**config.mk**
```make
export PLATFORM = sky130hd
export DESIGN_NAME = ram_port_initiator
export DESIGN_NICKNAME = d
export VERILOG_FILES = /design/src/rtl/ram_port_initiator.sv
export SDC_FILE = /design/constraint.sdc
export NUM_CORES = 1
export LEC_CHECK = 0
export BUFFER_PORTS_ARGS = -buffer_cell sky130_fd_sc_hd__buf_2
export CORE_ASPECT_RATIO = 0.5
export CORE_UTILIZATION = 55
export DETAILED_ROUTE_END_ITERATION = 8
export GPL_TIMING_DRIVEN = 0
export HOLD_SLACK_MARGIN = 0.15
export MAX_ROUTING_LAYER = met4
export PLACE_DENSITY = 0.92
export SETUP_SLACK_MARGIN = 0.5
export SLEW_MARGIN = 10
export SYNTH_ARGS = -nofsm -noshare
export SYNTH_HDL_FRONTEND = slang
export SYNTH_SLANG_ARGS = --single-unit
```
**constraint.sdc**
```tcl
create_clock -name clk -period 3.3 [get_ports clk]
set_input_delay 0.33 -clock clk [delete_from_list [all_inputs] [get_ports clk]]
set_output_delay 0.33 -clock clk [all_outputs]
set_load 0.03 [all_outputs]
```
**src/rtl/ram_port_initiator.sv**
```systemverilog
// ram_port_initiator: burst command engine driving a single synchronous RAM port
// Ports:
//   clk, rst                          clock, asynchronous active-high reset
//   cmd_valid/cmd_ready, cmd_we,
//   cmd_addr, cmd_len                 burst command (len = beats - 1)
//   wr_valid/wr_ready, wr_data        write beat handshake
//   rd_valid, rd_data, rd_last        read beat output, one-cycle pulse
//   busy                              engine not idle
//   ram_cs, ram_oe, ram_we,
//   ram_address, ram_din, ram_dout    registered RAM port
module ram_port_initiator #(
    parameter int DATA_WIDTH    = 8,
    parameter int ADDRESS_WIDTH = 8
) (
    input  logic                     clk,
    input  logic                     rst,
    input  logic                     cmd_valid,
    output logic                     cmd_ready,
    input  logic                     cmd_we,
    input  logic [ADDRESS_WIDTH-1:0] cmd_addr,
    input  logic [3:0]               cmd_len,
    input  logic                     wr_valid,
    output logic                     wr_ready,
    input  logic [DATA_WIDTH-1:0]    wr_data,
    output logic                     rd_valid,
    output logic [DATA_WIDTH-1:0]    rd_data,
    output logic                     rd_last,
    output logic                     busy,
    output logic                     ram_cs,
    output logic                     ram_oe,
    output logic                     ram_we,
    output logic [ADDRESS_WIDTH-1:0] ram_address,
    output logic [DATA_WIDTH-1:0]    ram_din,
    input  logic [DATA_WIDTH-1:0]    ram_dout
);
    typedef enum logic [1:0] {IDLE, WR, RD_ISSUE, RD_CAPTURE} state_t;
    state_t                   state, state_d;
    logic [ADDRESS_WIDTH-1:0] addr, addr_d, ram_address_d;
    logic [3:0]               cnt, cnt_d;
    logic [DATA_WIDTH-1:0]    ram_din_d, rd_data_d;
    logic                     ram_cs_d, ram_oe_d, ram_we_d, rd_valid_d, rd_last_d;
    assign cmd_ready = (state == IDLE) && !rst;
    assign wr_ready  = state == WR;
    assign busy      = state != IDLE;
    // Outputs are computed one cycle ahead so the strobe is visible in the
    // cycle of the state it belongs to (read strobe during RD_ISSUE, write
    // strobe in the cycle after the beat handshake).
    always_comb begin
        state_d       = state;
        addr_d        = addr;
        cnt_d         = cnt;
        ram_cs_d      = 1'b0;
        ram_oe_d      = 1'b0;
        ram_we_d      = 1'b0;
        ram_address_d = ram_address;
        ram_din_d     = ram_din;
        rd_valid_d    = 1'b0;
        rd_last_d     = 1'b0;
        rd_data_d     = rd_data;
        case (state)
            IDLE: if (cmd_valid && cmd_ready) begin
                cnt_d   = cmd_len;
                addr_d  = cmd_addr;
                state_d = cmd_we ? WR : RD_ISSUE;
                if (!cmd_we) begin
                    ram_cs_d      = 1'b1;
                    ram_oe_d      = 1'b1;
                    ram_address_d = cmd_addr;
                end
            end
            WR: if (wr_valid) begin
                ram_cs_d      = 1'b1;
                ram_we_d      = 1'b1;
                ram_address_d = addr;
                ram_din_d     = wr_data;
                addr_d        = addr + 1'b1;
                cnt_d         = cnt - 4'd1;
                state_d       = (cnt == 4'd0) ? IDLE : WR;
            end
            RD_ISSUE: state_d = RD_CAPTURE;
            RD_CAPTURE: begin
                rd_valid_d = 1'b1;
                rd_data_d  = ram_dout;
                rd_last_d  = cnt == 4'd0;
                state_d    = (cnt == 4'd0) ? IDLE : RD_ISSUE;
                if (cnt != 4'd0) begin
                    cnt_d         = cnt - 4'd1;
                    addr_d        = addr + 1'b1;
                    ram_cs_d      = 1'b1;
                    ram_oe_d      = 1'b1;
                    ram_address_d = addr + 1'b1;
                end
            end
            default: state_d = IDLE;
        endcase
    end
    always_ff @(posedge clk or posedge rst) begin
        if (rst) begin
            state       <= IDLE;
            addr        <= '0;
            cnt         <= '0;
            ram_cs      <= 1'b0;
            ram_oe      <= 1'b0;
            ram_we      <= 1'b0;
            ram_address <= '0;
            ram_din     <= '0;
            rd_valid    <= 1'b0;
            rd_last     <= 1'b0;
            rd_data     <= '0;
        end else begin
            state       <= state_d;
            addr        <= addr_d;
            cnt         <= cnt_d;
            ram_cs      <= ram_cs_d;
            ram_oe      <= ram_oe_d;
            ram_we      <= ram_we_d;
            ram_address <= ram_address_d;
            ram_din     <= ram_din_d;
            rd_valid    <= rd_valid_d;
            rd_last     <= rd_last_d;
            rd_data     <= rd_data_d;
        end
    end
endmodule

```
==> flow_summary.yaml <==
worst_hold_path:
  worstHoldPathCells: 2
  min_from: "ram_dout[0]"
  hold_path_end: "rd_data[0]"
  hp-class: "input port to flop"
synthesis:
  ys_ff_latch: 43
  synth_area_per_cell_sq_um: 10.9
  ys_top_cells_by_area: "dfrtp_1 (47%), mux2_2 (12%), ha_1 (3.8%)"
  synth_top_family_by_area: "compound AO/OA/AOI/OAI gates"
  muxShareOfSynthArea: 0.122
  synth_compound_area_frac: 0.177
  synth_fa_ha_area_frac: 0.0382
  async_reset_ff_frac: 1.00
  synth-edff-count: 0
  synth.distinct_cells: 48
  ys_warn_count: 0
  yosys.area.top_type: "dfrtp_1"
  synthesis.nets: 251
  synth_top_area_frac: 0.469
  synth_cells: 211
  synth_flop_cell: "dfrtp_1"
  synth-simple-area-share: 0.127
  synthXorXnorAreaFrac: 0.0115
  ys_seq_area_frac: 0.469
  syn-cell-area_sq_um: 2290
global_route:
  grt_start_max_net_pins: 26
  busiest_layer: "met2"
  grt_pass1_vias: 1897
  grt_pass1_wl_um: 8710
  antenna_found_initial: 0
  grtUsageMet2: 0.475
  track_usage: 0.271
  grt_overflow: 0
  met3_usage: 0.0571
  grtUsageMet1: 0.310
pwr:
  p_leak_nw: 1.35
  power.switching_w: 0.00171
  comb_power_share: 0.601
  p_clk_frac: 0.134
  seqPwrFrac: 0.265
  intPower_w: 0.00198
  power-per-cell-area_nw_per_um2: 1290
  ir_worst_vdd_v: 0.000588
  p_sw_frac: 0.463
floorplanning:
  die_x_um: 93.3
  rows: 16
  fp.coreArea_sq_um: 3940
  die_area_sq_um: 4450
  ios: 65
  die_h_um: 47.7
  initial_core_util: 0.581
placed_design:
  dp_slack_ns: 1.16
  portBuffers: 64
  dp_cells: 330
  globalplace.congestion: 0.835
  post_dp_cell_area_sq_um: 2710
  dpl.hpwl_um: 3950
drt:
  drc: 0
  drtIter0Drc: 143
  firstDrtPassIters: 5
  ant_nets: 0
  vias_per_cell: 6.07
  wirelength_um: 5710
  wl_per_cell_um: 16.8
  dr_total_vias: 2057
clocking:
  clock-root-buffer: "clkbuf_8"
  cts_tree: "done"
  numCtsBuffers: 5
  insertion_delay_ns: 0.29
  path_clk_slew_ns: 0.09
  cts_buffer_depth: 2
  clock-sinks: 43
  htree_levels: 2
  cts_setup_buffers: 0
timing:
  setup_ws_ns: 1.12
  finalClockSkew_ns: 0.00530
  fin_crit_sh: 0.659
  tns_ns: 0
  worst_pin_slew_ns: 0.572
  fmax_mhz: 460
  rsz0062_at_grt: "no"
  report.final.slew_viol_count: 0
  hold_viol_final: 0
  setup_violations: 0
  max_slew_margin: 0.619
  period_needed_ns: 2.18
critical_path:
  critPathMaxFanout: 9
  reg2reg_slack_ns: 1.13
  cp.required_ns: 3.48
  crit_chain: "dlygate4sd3_1, buf_2, nand2b_1, a21oi_2, and2_1, buf_4, mux2_2"
  arrival_ns: 2.36
  cp-start-kind: "input port"
  rr_endpoint: "ram_address[6]"
  end_kind: "flop"
  crit_type: "input port to flop"
  r2r_cells: 7
  critPathBufInv: 3
  cp_top_family: "buffers and inverters"
  cpMaxStageDelayCell: "dlygate4sd3_1"
  r2r-start: "state[1]"
  crit_path_max_incr_delay_ns: 0.56
cells_and_area:
  fin_area_sq_um: 2850
  instances_no_fill: 339
  layout.nets: 324
  fill_cells: 267
  diodes: 0
  final_layout_size_suffix_gt1_frac: 0.425
  synthToLayoutAreaGrowth_pct: 24.5
status:
  status: "finished, final reports clean"
flow_run:
  cap_violations: 0
layout by cell type, fill, tap and decap left out, drive strengths merged, types with 2 or more instances in the layout:
| cell | netlist | final |
|---|---|---|
| a211o | 2 | 2 |
| nor2 | 15 | 15 |
| a32oi | 2 | 2 |
| a211oi | 5 | 5 |
| inv | 9 | 9 |
| clkbuf | 7 | 12 |
| nand3 | 5 | 5 |
| mux2 | 24 | 24 |
| bufinv | 0 | 2 |
| o22a | 4 | 4 |
| ha | 7 | 7 |
| o21ai | 7 | 7 |
| nand2 | 14 | 14 |
| nand2b | 3 | 3 |
| a21oi | 10 | 10 |
| a2bb2oi | 4 | 4 |
| buf | 8 | 73 |
| nor3 | 7 | 7 |
| a31oi | 7 | 7 |
| o22ai | 2 | 2 |
| and4 | 2 | 2 |
| xor2 | 2 | 2 |
| a22oi | 7 | 7 |
| dfrtp | 43 | 43 |
sequential cells by signal, indices dropped and copies added, names as in the netlist:
register	cells
addr	8
cnt	4
ram_address	8
ram_cs	1
ram_din	8
ram_oe	1
ram_we	1
rd_data	8
rd_last	1
rd_valid	1
state	2
worst max-delay path by stage:
stage               startpoint        endpoint  slack, ns  cells past startpoint
floorplan             state[1]  ram_address[3]       1.31                      7
global placement      state[0]  ram_address[3]       1.25                      6
detailed placement    state[1]  ram_address[6]       1.16                      7
CTS                   state[1]  ram_address[6]       1.15                      7
global route          state[1]  ram_address[6]       1.03                      7
finish                     rst  ram_address[6]       1.12                      7
cell families (layout without fill, tap and decap cells):
kind of cell,after synthesis,in the layout
AOI/OAI and AO/OA,55,55
and+or+nand+nor,54,54
buffers and inverters,24,98
DFF,43,43
muxes,25,25
adders and majority gates,7,7
xor gates and xnor gates,3,3
worst register-to-register path, stage by stage, from the launching register on:
cell	delay (ns)
dfrtp_1	0.40
inv_1	0.10
ha_1	0.25
and2b_1	0.22
a21oi_2	0.37
and2_1	0.21
buf_4	0.17
mux2_2	0.35
cell usage after synthesis (all sizes together) (2+ instances only):
cell type / count
a2bb2oi: 4
ha: 7
o22a: 4
inv: 9
a211o: 2
a22oi: 7
nor2: 15
xor2: 2
nand2: 14
nor3: 7
a21oi: 10
o21ai: 7
nand3: 5
clkbuf: 7
dfrtp: 43
mux2: 24
and4: 2
a211oi: 5
nand2b: 3
buf: 8
a32oi: 2
a31oi: 7
o22ai: 2
power by group through the flow:
stage | Sequential, W | Clock (W) | Combinational [W]
CTS | 0.000974 | 0.000499 | 0.00220
global route | 0.00101 | 0.000515 | 0.00237
detailed placement | 0.000982 | 0 | 0.00217
floorplan | 0.00129 | 0 | 0.00132
global placement | 0.000955 | 0 | 0.00208
finish | 0.000978 | 0.000493 | 0.00222
area by class of cell:
class / count / area, sq um / share of cell area
Buffer: 15 / 91.3 / 0.0320
Clock buffer: 5 / 68.8 / 0.0241
Clock inverter: 3 / 67.6 / 0.0237
Inverter: 9 / 33.8 / 0.0118
Multi-Input combinational cell: 144 / 1090 / 0.382
Sequential cell: 43 / 1080 / 0.377
Tap cell: 54 / 67.6 / 0.0237
Timing Repair Buffer: 66 / 358 / 0.125
routing by layer:
layer,vias up,wire length [um]
met3,23,378
li1,910,-
met2,114,2860
met5,-,0
met1,1010,2310
met4,0,152
per-stage QoR:
stage | total power, W | util | hold WS (ns)
final | 0.00369 | 0.724 | 0.263
after global routing | 0.00390 | 0.724 | 0.256
after CTS | 0.00367 | 0.724 | 0.256
after detailed placement | 0.00315 | 0.687 | 0.389
after global placement | 0.00304 | 0.680 | 0.483
after floorplan | 0.00261 | - | 0.481
repair_timing:
action                                 4_1_cts  5_1_grt
gates resized for setup                      0        0
endpoints found under the hold margin       18        0
hold buffers                                 1        0
Note: power is estimated with default switching activity, not from simulation.
